## config.mk

```make
export PLATFORM = sky130hd
export DESIGN_NAME = grid_io_bl_wl_programmer
export DESIGN_NICKNAME = d
export VERILOG_FILES = /design/src/rtl/grid_io_bl_wl_programmer.sv
export SDC_FILE = /design/constraint.sdc
export NUM_CORES = 1
export LEC_CHECK = 0
export BUFFER_PORTS_ARGS = -buffer_cell sky130_fd_sc_hd__clkbuf_2
export CORE_ASPECT_RATIO = 0.7
export CORE_MARGIN = 4
export CORE_UTILIZATION = 38
export DETAILED_ROUTE_END_ITERATION = 12
export HOLD_SLACK_MARGIN = 0.06
export PLACE_DENSITY = 0.69
export REMOVE_ABC_BUFFERS = 1
export SETUP_SLACK_MARGIN = 0.4
export SLEW_MARGIN = 20
export SYNTH_ARGS = -nofsm -noshare
export SYNTH_HDL_FRONTEND = slang
export SYNTH_SLANG_ARGS = --single-unit
```

## constraint.sdc

```tcl
create_clock -name prog_clk -period 3.5 [get_ports prog_clk]
set_input_delay 0.7 -clock prog_clk [delete_from_list [all_inputs] [get_ports prog_clk]]
set_output_delay 0.7 -clock prog_clk [all_outputs]
set_load 0.005 [all_outputs]
```

## src/rtl/grid_io_bl_wl_programmer.sv

```systemverilog
// Bit-line / word-line programmer for an I/O grid tile.
// Each accepted frame drives bl, pulses one wl, then releases bl.
module grid_io_bl_wl_programmer #(
    parameter int BL_WIDTH     = 8,
    parameter int WL_WIDTH     = 8,
    parameter int ADDR_WIDTH   = 3,
    parameter int SETUP_CYCLES = 1,
    parameter int PULSE_CYCLES = 2,
    parameter int HOLD_CYCLES  = 1
) (
    input  logic                  prog_clk,
    input  logic                  pReset,
    input  logic                  cfg_valid,
    output logic                  cfg_ready,
    input  logic [ADDR_WIDTH-1:0] cfg_wl_addr,
    input  logic [BL_WIDTH-1:0]   cfg_bl_data,
    output logic [0:BL_WIDTH-1]   bl,
    output logic [0:WL_WIDTH-1]   wl,
    output logic                  busy,
    output logic                  cfg_done,
    output logic                  cfg_err,
    output logic [15:0]           frame_cnt
);

    localparam int MAX_A = (SETUP_CYCLES > PULSE_CYCLES) ? SETUP_CYCLES : PULSE_CYCLES;
    localparam int MAX_C = (MAX_A > HOLD_CYCLES) ? MAX_A : HOLD_CYCLES;
    localparam int CW    = $clog2(MAX_C + 1);
    localparam logic [ADDR_WIDTH:0] WL_LIM = (ADDR_WIDTH + 1)'(WL_WIDTH);

    typedef enum logic [1:0] {
        IDLE,
        SETUP,
        PULSE,
        HOLD
    } state_t;

    state_t                state;
    logic [CW-1:0]         cnt;
    logic [ADDR_WIDTH-1:0] addr_q;
    logic [0:WL_WIDTH-1]   hot;

    assign cfg_ready = (state == IDLE) && !pReset;
    assign busy      = (state != IDLE);

    always_comb begin
        hot = '0;
        for (int i = 0; i < WL_WIDTH; i++) begin
            hot[i] = (addr_q == ADDR_WIDTH'(i));
        end
    end

    // bl carries the latched data itself, so input churn cannot reach it
    always_ff @(posedge prog_clk) begin
        if (pReset) begin
            state     <= IDLE;
            cnt       <= '0;
            addr_q    <= '0;
            bl        <= '0;
            wl        <= '0;
            cfg_done  <= 1'b0;
            cfg_err   <= 1'b0;
            frame_cnt <= '0;
        end else begin
            cfg_done <= 1'b0;
            cfg_err  <= 1'b0;
            unique case (state)
                IDLE: begin
                    if (cfg_valid) begin
                        if ({1'b0, cfg_wl_addr} < WL_LIM) begin
                            addr_q <= cfg_wl_addr;
                            bl     <= cfg_bl_data;
                            cnt    <= CW'(SETUP_CYCLES - 1);
                            state  <= SETUP;
                        end else begin
                            cfg_err <= 1'b1;
                        end
                    end
                end
                SETUP: begin
                    if (cnt == '0) begin
                        wl    <= hot;
                        cnt   <= CW'(PULSE_CYCLES - 1);
                        state <= PULSE;
                    end else begin
                        cnt <= cnt - 1'b1;
                    end
                end
                PULSE: begin
                    if (cnt == '0) begin
                        wl    <= '0;
                        cnt   <= CW'(HOLD_CYCLES - 1);
                        state <= HOLD;
                    end else begin
                        cnt <= cnt - 1'b1;
                    end
                end
                HOLD: begin
                    if (cnt == '0) begin
                        bl       <= '0;
                        cfg_done <= 1'b1;
                        state    <= IDLE;
                        if (frame_cnt != 16'hFFFF) begin
                            frame_cnt <= frame_cnt + 16'd1;
                        end
                    end else begin
                        cnt <= cnt - 1'b1;
                    end
                end
                default: state <= IDLE;
            endcase
        end
    end

endmodule

```

**Word-level counts from Yosys, hierarchy flattened**

Index checks and enable logic that the tools add are counted.

- Bits in registers: 40
- Word-level logic and storage cells: 57
- Output and inout bits: 36

- Bitwise operators: 1
- Mux-type cells: 16
- Equality and inequality tests: 16
- Add/sub/neg operators: 2
- Reductions and logical operators: 15

Operators with widths:

| cell | count |
|---|---|
| $pmux W8 S2 | 2 |
| $mux W8 | 3 |
| $add A16 B1 Y16 const B | 1 |
| $mux W2 | 8 |
| $ne A16 B16 Y1 const B | 1 |
| $pmux W2 S4 | 2 |
| $eq A3 B3 Y1 const B | 4 |
| $ne A2 B2 Y1 const B | 5 |
| $reduce_and A3 Y1 | 3 |
| $eq A3 B2 Y1 const B | 2 |
| $reduce_bool A2 Y1 | 3 |
| $eq A2 B2 Y1 const B | 2 |
| $logic_not A2 Y1 | 2 |
| $reduce_and A2 Y1 | 2 |
| $reduce_and A4 Y1 | 1 |
| $eq A3 B1 Y1 const B | 1 |
| $logic_not A3 Y1 | 1 |
| $eq A2 B1 Y1 const B | 1 |
| $reduce_or A2 Y1 | 1 |
| $sub A2 B1 Y2 const B | 1 |
| $logic_and A1 B1 Y1 | 1 |
| $logic_not A1 Y1 | 1 |
| $mux W1 | 1 |
| $not A1 Y1 | 1 |

**Logic depth before layout (Yosys ltp)**

- Depth in word-level cells: 3
- Depth in mapped cells: 7
- Gate-level depth less buffers: 6

**Worst setup path after synthesis**

No wires, ideal clock.

- Path type: input to output
- Start point: in pReset
- End point: out cfg_ready
- Required time: 2.800 ns
- Arrival time: 1.324 ns
- Cell stages on the path: 3
- Path slack: 1.476 ns
- Path through: clkbuf_1 -> buf_1 -> nor2_1

- Word-level cells in the longest chain between the ends: 2

RTL lines:

| what | line | RTL |
|---|---|---|
| start: declaration | 12 | `input logic pReset,` |
| $logic_not A1 Y1 | 42 | `assign cfg_ready = (state == IDLE) && !pReset;` |
| $logic_and A1 B1 Y1 | 42 |  |
| end: declaration | 14 | `output logic cfg_ready,` |

No other way between the ends.

**Final worst setup path**

- Start point: reg state[0]
- End point: out cfg_ready

- Word-level cells in the longest chain between the ends: 2

RTL lines:

| what | line | RTL |
|---|---|---|
| start: declaration | 37 | `state_t state;` |
| start signal: assignment | 55 | `state <= IDLE;` |
| start signal: assignment | 73 | `state <= SETUP;` |
| start signal: assignment | 83 | `state <= PULSE;` |
| $logic_not A2 Y1 | 42 |  |
| $logic_and A1 B1 Y1 | 42 |  |

No other way between the ends.

==> key figures <==
Setup path
  – Critical-path maximum fanout: 15
  – Worst endpoint required time: 2.80 ns
  – Slowest cell on the critical path: ha_1
  – CP Buf/Inv Count: 3
  – Crit path kind: flip-flop to output port
  – Most Frequent Cell on Critical Path: inv_1
  – Critical Path Start Type: flip-flop
  – Reg2reg end: frame_cnt[15]
  – Critical path arrival: 1.58 ns
  – CP endpoint kind: output port
  – Reg2reg setup slack: 1.23 ns
  – Reg2Reg Depth: 5
  – Cell Chain, Critical Path: inv_1 > ha_1 > inv_1 > nor2_1 > clkbuf_2
  – Crit path max-delay family: adder cells
  – Max stage delay on crit path: 0.49 ns
  – Reg-to-Reg Start: state[1]

Clocking
  – CTS Sinks: 40
  – Clock root buffer: clkbuf_8
  – TritonCTS clock tree: done
  – Clock buffer count from CTS: 5
  – H-tree depth: 2
  – Post-CTS setup buffers: 0
  – CTS Buffer Depth: 2
  – Clk pin slew, worst setup/hold paths: 0.08 ns
  – # resized after CTS: 0
  – Worst skew pair latency: 0.29 ns
  – Hold-fix buffers, CTS: 0

Synth
  – Sequential element share of the synthesized area: 0.4175
  – Synth Area in Compound Gates: 0.1689
  – Post-Synth Adder-Cell Area: 0.05871
  – Dominant cell by count in the synthesized netlist: dfxtp_1
  – Async set-reset flop share out of synthesis: 0
  – Syn Std Cell Area: 1918 um2
  – Synth Flop Type: dfxtp_1
  – Avg Inst Size Synth: 8.268 um2
  – Number of flops mapped to enable cells by yosys: 0
  – Distinct cell type count after synthesis: 39
  – Area share of the largest cell type after synthesis: 0.4175
  – Leading area contributor after synthesis: dfxtp_1
  – Seq cells post-synth: 40
  – Synth Area in Simple Gates: 0.2805
  – Yosys warns: 0
  – Synth top cells by count: dfxtp_1, nand2_1, a21oi_1
  – Xor and xnor area share after synthesis: 0
  – Mapped Cells: 232
  – Synth area leaders: dfxtp_1, a21oi_1, nand2_1, ha_1, nand3_1
  – Largest family of logic cells by synthesized area: simple AND/OR/NAND/NOR gates
  – Mux share of post-synthesis cell area: 0.02805

Run
  – Maxcap violations: 0

Detailed routing
  – DRT Pass-1 Iters: 4
  – Routed WL per cell: 13.06 um
  – Vias per cell: 5.135
  – Drt drc: 0
  – Iteration-0 DRC Markers: 101
  – Via Count: 1782
  – Detail Route Antenna Nets: 0
  – WL final: 4533 um

STA
  – Clk_skew: 0.01362 ns
  – Tcrit/Tclk final: 0.6506
  – Final setup viols: 0
  – Final Hold Viols: 0
  – Max_slew headroom: 0.5336
  – RSZ-0062 raised after global routing: false
  – Slew Limit Fails: 0
  – Maximum clock frequency: 0.4391 GHz
  – Fin crit period: 2.277 ns
  – Setup tns final: 0 ns
  – Worst-Margin Slew: 0.6943 ns

Global route
  – Gr busiest metal: met1
  – Global-route wire length before repair: 7376 um
  – GR Layer Usage met2: 0.2099
  – Pin count of the biggest net entering global routing: 26
  – Initial antenna violation count: 0
  – Total grt overflow: 0
  – Gr usage total: 0.1480
  – Met1 usage: 0.2154
  – Vias in the first global route: 1538
  – M3 GR Usage: 0.04009

Placed design
  – Dpl cell area: 2208 um2
  – HPWL after DPL: 3292 um
  – RD Place Congestion: 0.8363
  – Port buffer count: 48

Min path
  – Hold_sp: bl[2]
  – Hold Path End: bl[2]
  – Hold Path Cell Cnt: 2
  – Worst hold path class: flip-flop to flip-flop

Power and ir drop
  – Switching Share: 0.3726
  – Psw: 0.4958 mW
  – Int Pwr: 0.8348 mW
  – Max VDD drop: 195.2 uV
  – Comb pwr share: 0.349
  – Power Dens Cells: 577.9 nW/um2
  – P_leak: 0.8821 nW
  – Clk pwr share: 0.239
  – Reg power frac: 0.412

Die
  – Initial core utilization: 0.3967
  – Core area: 4835 um2
  – Die X-Extent: 92.92 um
  – Rows: 21
  – Die Span Y: 67.44 um
  – Die ar.: 6266 um2
  – I/O Pins: 50

Final layout
  – Area growth syn-to-layout: 20.03%
  – Footprint of the multi-input gates: 1032 um2
  – Ant. Diodes: 0
  – Layout cells sized above 1: 0.2266
  – Nets@finish: 300
  – Fin util: 0.4762
  – Final instance area: 2302 um2
  – Sequential cell area: 800.8 um2
  – Fillers: 496

Run status
  – Status: completed
## layout make-up
| class | instances | area share |
|---|---|---|
| inverter | 9 | 0.01467 |
| clock buffer | 7 | 0.03750 |
| sequential | 40 | 0.3478 |
| multi-input combinational | 171 | 0.4484 |
| timing repair buffer | 50 | 0.1109 |
| clock inverter | 1 | 0.003261 |
| tap | 69 | 0.03750 |
## tightest hold or removal path, delay by kind of cell (launching register included)
kind	cells	cell delay, ns
and+or+nand+nor	1	0.05
DFF	1	0.31
AOI/OAI and AO/OA	1	0.05
## worst max path at each step
stage / start / endpoint / depth (start not counted)
2_1_floorplan: frame_cnt[0] / frame_cnt[5] / 5
3_3_place_gp: state[1] / frame_cnt[15] / 5
3_5_place_dp: state[1] / frame_cnt[15] / 5
4_1_cts: state[0] / cfg_ready / 5
5_1_grt: state[1] / frame_cnt[15] / 5
6_report: state[0] / cfg_ready / 5
## flip-flops by register name (all words and copies together), names as in the netlist
name       cells
bl             8
state          2
wl             8
cfg_done       1
addr_q         3
cnt            2
frame_cnt     16
## cell families after synthesis
family | Yosys count
compound gates | 54
fa+ha+maj | 9
buf+inv | 21
flops | 40
mux | 5
other cells | 1
simple gates | 102
## routing by layer
| layer | part of all wire | vias to the layer above |
|---|---|---|
| met1 | 0.54 | 794 |
| met5 | 0 | - |
| met3 | 0.064 | 5 |
| li1 | - | 930 |
| met4 | 0.011 | 0 |
| met2 | 0.38 | 53 |
## through the flow
step	power (mW)	setup slack (ns)	std cells	hold slack, ns
CTS	1.343	1.221	347	0.4556
floorplan	0.8682	1.164	220	0.4391
detailed placement	1.023	1.223	339	0.4443
finish	1.331	1.223	347	0.4522
global placement	1.015	1.292	339	0.4392
global route	1.433	1.043	347	0.4722
## layout by cell type, fill, tap and decap left out, types with 7 or more instances in the layout
master    synthesis  final
nand3_1          15     15
clkbuf_2          1     48
nand4_1           7      7
nand4b_1          8      8
nor2_1           12     12
inv_1             9      9
a21oi_1          30     30
ha_1              9      9
dfxtp_1          40     40
nand2_1          32     32
## power by group through the flow
stage / Clock [mW] / Combinational (mW) / Sequential [mW]
detailed placement: 0 / 0.463 / 0.559
global route: 0.348 / 0.527 / 0.558
finish: 0.318 / 0.464 / 0.549
global placement: 0 / 0.458 / 0.557
floorplan: 0 / 0.312 / 0.556
CTS: 0.328 / 0.466 / 0.549
(Power assumes the default switching activity.)
